<file path="src/rtl/cpu_sysctl_pkg.sv">
// Shared types and default constants for the CPU system controller.
package cpu_sysctl_pkg;

    // Reset sequencer states: CPU held in reset, or CPU running.
    typedef enum logic {
        HOLD = 1'b0,
        RUN  = 1'b1
    } seq_state_t;

    localparam logic [15:0] DEFAULT_IRQ_ACK_ADDR = 16'h1800;
    localparam logic [15:0] DEFAULT_WDOG_ADDR    = 16'h2400;
    localparam logic [15:0] DEFAULT_DEC_MASK     = 16'hFC00;

    // Partial address decode: only the bits selected by mask take part,
    // so every combination of the masked-off bits is a mirror.
    function automatic logic addr_match(input logic [15:0] a,
                                        input logic [15:0] target,
                                        input logic [15:0] mask);
        return (a & mask) == (target & mask);
    endfunction

endpackage

</file>
<file path="src/rtl/cpu_phase_gen.sv">
// Free-running phase counter producing the CPU phi0 clock and the
// end-of-cycle strobe used to qualify bus decodes.
module cpu_phase_gen #(
    parameter int PHI_DIV = 4
) (
    input  logic eclk,
    input  logic reset_n,
    output logic phi0,
    output logic phi_end
);

    localparam int CNT_W = (PHI_DIV > 2) ? $clog2(PHI_DIV) : 1;
    localparam logic [CNT_W-1:0] LAST = CNT_W'(PHI_DIV - 1);
    localparam logic [CNT_W-1:0] HALF = CNT_W'(PHI_DIV / 2);

    logic [CNT_W-1:0] count;
    logic [CNT_W-1:0] count_next;

    // Next phase value, wrapping after the last eclk of a phi0 cycle.
    always_comb begin
        count_next = count + CNT_W'(1);
        if (count == LAST) begin
            count_next = '0;
        end
    end

    // Outputs are registered from the next count so they always match it.
    always_ff @(posedge eclk) begin
        if (!reset_n) begin
            count   <= '0;
            phi0    <= 1'b1;
            phi_end <= 1'b0;
        end else begin
            count   <= count_next;
            phi0    <= (count_next < HALF);
            phi_end <= (count_next == LAST);
        end
    end

endmodule

</file>
<file path="src/rtl/cpu_sysctl.sv">
// CPU system controller: phi0 generation, CPU reset sequencing,
// IRQ pending latch with write-acknowledge, and an IRQ-tick watchdog.
module cpu_sysctl
    import cpu_sysctl_pkg::*;
#(
    parameter int          PHI_DIV      = 4,
    parameter int          RESET_HOLD   = 16,
    parameter logic [15:0] IRQ_ACK_ADDR = DEFAULT_IRQ_ACK_ADDR,
    parameter logic [15:0] WDOG_ADDR    = DEFAULT_WDOG_ADDR,
    parameter logic [15:0] DEC_MASK     = DEFAULT_DEC_MASK,
    parameter int          WDOG_LIMIT   = 8
) (
    input  logic        eclk,
    input  logic        reset_n,
    input  logic        irq_tick,
    input  logic [15:0] cpu_a,
    input  logic        cpu_rw_n,
    output logic        phi0,
    output logic        phi_end,
    output logic        cpu_reset_n,
    output logic        cpu_irq,
    output logic        wdog_fired
);

    localparam int HOLD_W = (RESET_HOLD > 1) ? $clog2(RESET_HOLD) : 1;
    localparam logic [HOLD_W-1:0] HOLD_LAST = HOLD_W'(RESET_HOLD - 1);
    localparam logic [7:0] WDOG_LIMIT_8 = 8'(WDOG_LIMIT);
    localparam bit WDOG_EN = (WDOG_LIMIT != 0);

    seq_state_t        state;
    logic [HOLD_W-1:0] hold_cnt;
    logic [7:0]        wdog_cnt;
    logic              ack_hit;
    logic              kick_hit;
    logic              wdog_expire;

    cpu_phase_gen #(
        .PHI_DIV (PHI_DIV)
    ) u_phase_gen (
        .eclk    (eclk),
        .reset_n (reset_n),
        .phi0    (phi0),
        .phi_end (phi_end)
    );

    // Writes only decode on the last eclk of a phi0 cycle, so each bus
    // cycle produces at most one hit per address.
    assign ack_hit  = phi_end & ~cpu_rw_n & addr_match(cpu_a, IRQ_ACK_ADDR, DEC_MASK);
    assign kick_hit = phi_end & ~cpu_rw_n & addr_match(cpu_a, WDOG_ADDR, DEC_MASK);

    // A tick that brings the count to the limit fires, unless a kick lands
    // in the same eclk or a fire is already being acted on.
    assign wdog_expire = WDOG_EN && (state == RUN) && !wdog_fired && irq_tick &&
                         !kick_hit && ((wdog_cnt + 8'd1) == WDOG_LIMIT_8);

    // Reset sequencer: count phi_end strobes in HOLD, drop back on a fire.
    always_ff @(posedge eclk) begin
        if (!reset_n) begin
            state       <= HOLD;
            hold_cnt    <= '0;
            cpu_reset_n <= 1'b0;
        end else begin
            case (state)
                HOLD: begin
                    if (phi_end) begin
                        if (hold_cnt == HOLD_LAST) begin
                            state       <= RUN;
                            hold_cnt    <= '0;
                            cpu_reset_n <= 1'b1;
                        end else begin
                            hold_cnt <= hold_cnt + HOLD_W'(1);
                        end
                    end
                end
                RUN: begin
                    if (wdog_fired) begin
                        state       <= HOLD;
                        hold_cnt    <= '0;
                        cpu_reset_n <= 1'b0;
                    end
                end
                default: begin
                    state       <= HOLD;
                    hold_cnt    <= '0;
                    cpu_reset_n <= 1'b0;
                end
            endcase
        end
    end

    // Watchdog: ticks count up in RUN, kicks clear, reaching the limit fires once.
    always_ff @(posedge eclk) begin
        if (!reset_n) begin
            wdog_cnt   <= 8'd0;
            wdog_fired <= 1'b0;
        end else begin
            wdog_fired <= wdog_expire;
            if ((state != RUN) || wdog_fired || kick_hit || wdog_expire) begin
                wdog_cnt <= 8'd0;
            end else if (irq_tick) begin
                wdog_cnt <= wdog_cnt + 8'd1;
            end
        end
    end

    // IRQ pending latch: tick sets (and beats a same-cycle ack), ack clears.
    always_ff @(posedge eclk) begin
        if (!reset_n) begin
            cpu_irq <= 1'b0;
        end else if ((state != RUN) || wdog_fired) begin
            cpu_irq <= 1'b0;
        end else if (irq_tick) begin
            cpu_irq <= 1'b1;
        end else if (ack_hit) begin
            cpu_irq <= 1'b0;
        end
    end

endmodule

</file>
<file path="config.mk">
export PLATFORM = sky130hd
export DESIGN_NAME = cpu_sysctl
export DESIGN_NICKNAME = d
export VERILOG_FILES = /design/src/rtl/cpu_sysctl_pkg.sv /design/src/rtl/cpu_phase_gen.sv /design/src/rtl/cpu_sysctl.sv
export SDC_FILE = /design/constraint.sdc
export NUM_CORES = 1
export LEC_CHECK = 0
export ABC_AREA = 1
export CAP_MARGIN = 5
export CORE_ASPECT_RATIO = 0.8
export CORE_UTILIZATION = 54
export CTS_CLUSTER_DIAMETER = 100
export DETAILED_ROUTE_END_ITERATION = 7
export DONT_BUFFER_PORTS = 1
export PLACE_DENSITY = 0.72
export SYNTH_ARGS = -nofsm -noshare
export SYNTH_HDL_FRONTEND = slang
export SYNTH_SLANG_ARGS = --single-unit
</file>
<file path="constraint.sdc">
create_clock -name eclk -period 1.5 [get_ports eclk]
set_input_delay 0.225 -clock eclk [delete_from_list [all_inputs] [get_ports eclk]]
set_output_delay 0.225 -clock eclk [all_outputs]
set_load 0.02 [all_outputs]
</file>
After elaboration in Yosys (flattened, before gate mapping)
Cells that the tools add are included.
- flip-flop bits (word level): 20
- input bits: 20
- reductions and logical operators: 14
- order comparisons: 1
- equal/unequal tests: 9
- mux-type cells: 15
- bitwise operators: 6
- add/subtract/negate cells: 3
- operators by type and width (kind ; count):
    two-way mux 4 bit ; 3
    adder 8 x 1 -> 8 bit, second input constant ; 1
    == test 8 x 4 -> 1 bit, second input constant ; 1
    two-way mux 1 bit ; 8
    one-hot mux 4 bit (2 select lines) ; 1
    == test 6 x 3 -> 1 bit, second input constant ; 1
    == test 6 x 4 -> 1 bit, second input constant ; 1
    adder 4 x 1 -> 4 bit, second input constant ; 1
    == test 2 bit, second input constant ; 2
    == test 4 bit, second input constant ; 1
    logical AND 1 bit ; 4
    != test 2 bit, second input constant ; 2
    one-hot mux 1 bit (2 select lines) ; 2
    OR reduction 2 bit ; 2
    bitwise AND 1 bit ; 3
    logical OR 1 bit ; 3
    inverter 1 bit ; 3
    AND reduction 3 bit ; 1
    adder 2 x 1 -> 2 bit, second input constant ; 1
    logical NOT 1 bit ; 2
    < comparator 2 bit, second input constant ; 1
    two-way mux 2 bit ; 1
    != test 2 x 1 -> 1 bit, second input constant ; 1
    AND reduction 2 bit ; 1
    nonzero test 2 bit ; 1

Logic depth before layout (Yosys ltp)
- depth after elaboration: 8
- depth in mapped cells: 9
- depth with buffers taken out: 9

Cells and area by module
Synthesis repeated with hierarchy kept, for this count alone.
- cells, all modules: 157
- area total of the unflattened synthesis: 1044.8 sq um
- modules (own cells, without submodules) (module ; area an instance (sq um) ; sequential area each (sq um) ; cells each ; instances):
    cpu_sysctl ; 907.1 ; 320.3 ; 143 ; 1
    cpu_phase_gen ; 137.6 ; 80.1 ; 14 ; 1

Worst setup path before layout
Ideal clock, no wire load.
- path kind: register to register
- start point: register wdog_cnt[0]
- end point: register wdog_cnt[0]
- stages on the path, launching flop included: 9
- arrival time: 1.269 ns
- slack: 0.106 ns
- data required time: 1.375 ns
- path through: dfxtp_1 > ha_1 > nand2_1 > nor2_1 > nand3_1 > nand2_1 > nand3_1 > nor2_4 > nor3_1
- cells in the longest elaborated chain, start to end: 5
- RTL lines (item ; RTL line ; source):
    start: declaration ; cpu_sysctl.sv:32 ; logic [7:0] wdog_cnt;
    start signal: assignment ; cpu_sysctl.sv:101 ; wdog_cnt <= wdog_cnt + 8'd1;
    adder 8 x 1 -> 8 bit * ; cpu_sysctl.sv:54, cpu_sysctl.sv:101 ;
    == test 8 x 4 -> 1 bit ; cpu_sysctl.sv:54 ; !kick_hit && ((wdog_cnt + 8'd1) == WDOG_LIMIT_8);
    logical AND 1 bit ; cpu_sysctl.sv:54 ;
    logical OR 1 bit ; cpu_sysctl.sv:98 ; if ((state != RUN) || wdog_fired || kick_hit || wdog_expire) begin
    OR reduction 2 bit (no line) ; n/a ;
Every way passes the cells marked *; elsewhere a longest branch is shown, timed or not.
A chain may end at the register's enable or synchronous reset.

Worst setup path after layout
- start point: register wdog_cnt[0]
- end point: register wdog_cnt[6]
The elaborated chain is that of the path after synthesis.

==> results.py <==
metrics = {
    "clocking": {
        "cts_max_path_buffers": 2,
        "cts_tree": "done",
        "cts_buffers": 3,
        "cts-root-buf": "clkbuf_4",
        "cts.sinks": 20,
        "cts.clk_slew.worst_paths_ns": 0.11,
        "h-tree-depth": 1,
        "clk_latency_ns": 0.31,
    },
    "detailed_routing": {
        "wl_mm": 2.25,
        "firstDrtPassIters": 4,
        "ant_nets": 0,
        "wl_met1_mm": 1.06,
        "drc": 0,
        "top_layer": "met4",
        "num_vias": 954,
        "vias_per_cell": 5.27,
        "wl_per_cell_um": 12.5,
        "wl_met3_um": 103,
        "wl_met2_mm": 1.08,
        "drt_iter0_drc": 19,
    },
    "flow_run": {
        "cap_violations": 0,
    },
    "floorplanning": {
        "initial_core_util": 0.607,
        "core_um2": 1720,
        "die_y_um": 41.4,
        "die-area_um2": 2120,
        "io_pins": 25,
        "die_w_um": 51.2,
        "rows": 13,
    },
    "setup_path": {
        "reg2reg_from": "wdog_cnt[0]",
        "rrSetupSlack_ns": 0.06,
        "crit_fanout": 8,
        "endpoint_kind": "register",
        "criticalPathCategory": "reg -> reg",
        "cp-start-kind": "register",
        "worstSetupStartpoint": "wdog_cnt[0]",
        "required_ns": 1.70,
        "arrival_ns": 1.64,
    },
    "sta": {
        "fin_crit_sh": 0.963,
        "period_minus_slack_ns": 1.44,
        "fmaxAchievable_mhz": 692,
        "setup_viol": 0,
        "relSlewSlack": 0.788,
        "final-max-slew-violation-count": 0,
        "skew_ns": 0.00146,
        "layout_setup_ws_ns": 0.0552,
        "rsz0062_at_grt": "yes",
        "hold_violations": 0,
        "tightest_slew_ns": 0.317,
    },
    "yosys": {
        "synth_fp_nets": 177,
        "synth_area_leaders": "dfxtp_1, nand2_1, inv_1, ha_1, nand3_1",
        "avgSynthCellArea_um2": 6.89,
        "netlist_area_um2": 1050,
        "synthCells": 152,
        "yosysUniqueCellTypes": 23,
        "yosys.area.top_type": "dfxtp_1",
        "synth.most_common_cell": "nand2_1",
        "ys.flop_type": "dfxtp_1",
        "synth_common_cells": "nand2_1, inv_1, dfxtp_1",
        "synth_top_area_frac": 0.382,
        "async_flop_share": 0,
        "synth-seq-cells": 20,
        "synth_seq_area_share": 0.382,
        "synth_edf_count": 0,
        "yosys_warnings": 0,
    },
    "placement": {
        "dp_slack_ns": -0.0579,
        "placedInstanceArea_um2": 1090,
        "globalplace.congestion": 0.818,
        "hpwl_mm": 1.62,
        "port_buffers": 0,
    },
    "min_path": {
        "min-delay-start": "reset_n",
        "min_path_type": "in -> reg",
    },
    "pwr": {
        "p_leak_nw": 0.445,
        "power.total_mw": 0.924,
        "p_per_area_nw_per_um2": 770,
        "ir_drop_mv": 0.766,
    },
    "cells_and_area": {
        "drive_gt1_frac": 0.176,
        "fin_nets": 185,
        "multi_input_area_um2": 578,
        "fin_util": 0.696,
        "n_antenna_cell": 0,
        "area_growth_pct": 14.6,
        "finalInstanceArea_um2": 1200,
        "regArea_um2": 405,
        "fillers": 153,
    },
    "global_route": {
        "first_global_vias": 816,
        "antenna_found_initial": 0,
        "grt_usage": 0.237,
        "grt_pass1_wl_mm": 3.46,
        "grt_max_degree": 13,
        "grt_overflow": 0,
    },
    "status": {
        "outcome": "complete, no violations",
    },
}
==> cell families after synthesis <==
| logic type | share of synthesized area |
|---|---|
| simple gates | 0.342 |
| buf+inv | 0.111 |
| flops | 0.382 |
| compound gates | 0.0789 |
| fa+ha+maj | 0.0597 |
| xor+xnor | 0.0167 |
| mux | 0.00956 |
==> through the flow <==
| step | instances | TNS [ns] | hold slack, ns |
|---|---|---|---|
| global route | 181 | -0.180 | 0.0708 |
| CTS | 180 | 0 | 0.0721 |
| detailed placement | 175 | -0.416 | 0.332 |
| finish | 181 | 0 | 0.0760 |
| floorplan | 152 | 0 | 0.318 |
| global placement | 175 | -0.228 | 0.320 |
==> repair_timing <==
action / in CTS / in global routing
endpoints found under the setup margin: 8 / 8
buffers inserted: 0 / 1
endpoints found under the hold margin: 1 / 0
pin swaps: 1 / 3
resized for setup: 4 / 13
hold buffers: 1 / 0
cloned: 0 / 0
==> worst max-delay path, stage by stage, from the launching register on <==
cell and delay [ns]:
dfxtp_2 0.38, ha_4 0.18, nand2_2 0.07, nor2_1 0.10, nand3_1 0.09, nand2_1 0.11, nand3_2 0.12, nor2_4 0.22
nor3_1 0.07
==> flip-flops by register name, indices dropped and copies added, names as in the netlist <==
register,flops
wdog_cnt,8
u_phase_gen.count,2
hold_cnt,4
cpu_irq,1
cpu_reset_n,1
u_phase_gen.phi_end,1
state,1
u_phase_gen.phi0,1
wdog_fired,1
==> metal layers <==
metal  track usage  vias up
li1              -      500
met2         0.451       18
met3        0.0797        3
met5             0        -
met1         0.272      433
met4        0.0405        0
==> cell usage in the layout (no fill, tap or decap), types with 5 or more instances in the layout <==
cell and instances:
a21oi_1 5, inv_1 26, nor3_1 10, nor2_1 14, dfxtp_1 16, nand3_1 8, nand2_1 28, nand3_2 5
o21ai_0 8
==> layout make-up <==
cell class,instances,share of cell area
multi-input cells,102,0.482
flip-flops and latches,20,0.338
inverters,28,0.0876
repair buffers,5,0.0396
clock buffers,4,0.0302
well taps,22,0.0229
==> power breakdown <==
part	total [mW]	internal [mW]	leakage (nW)	switching [mW]
clock network	0.317	0.148	0.0210	0.168
logic	0.0476	0.0189	0.260	0.0288
registers	0.560	0.545	0.164	0.0141
==> worst paths after layout <==
path                                        endpoint  cells past startpoint
worst min-delay path                         cpu_irq                      2
worst max-delay path                     wdog_cnt[6]                      8
worst min register to register  u_phase_gen.count[0]                      1
worst max register to register           wdog_cnt[6]                      8
(Power assumes the default switching activity.)
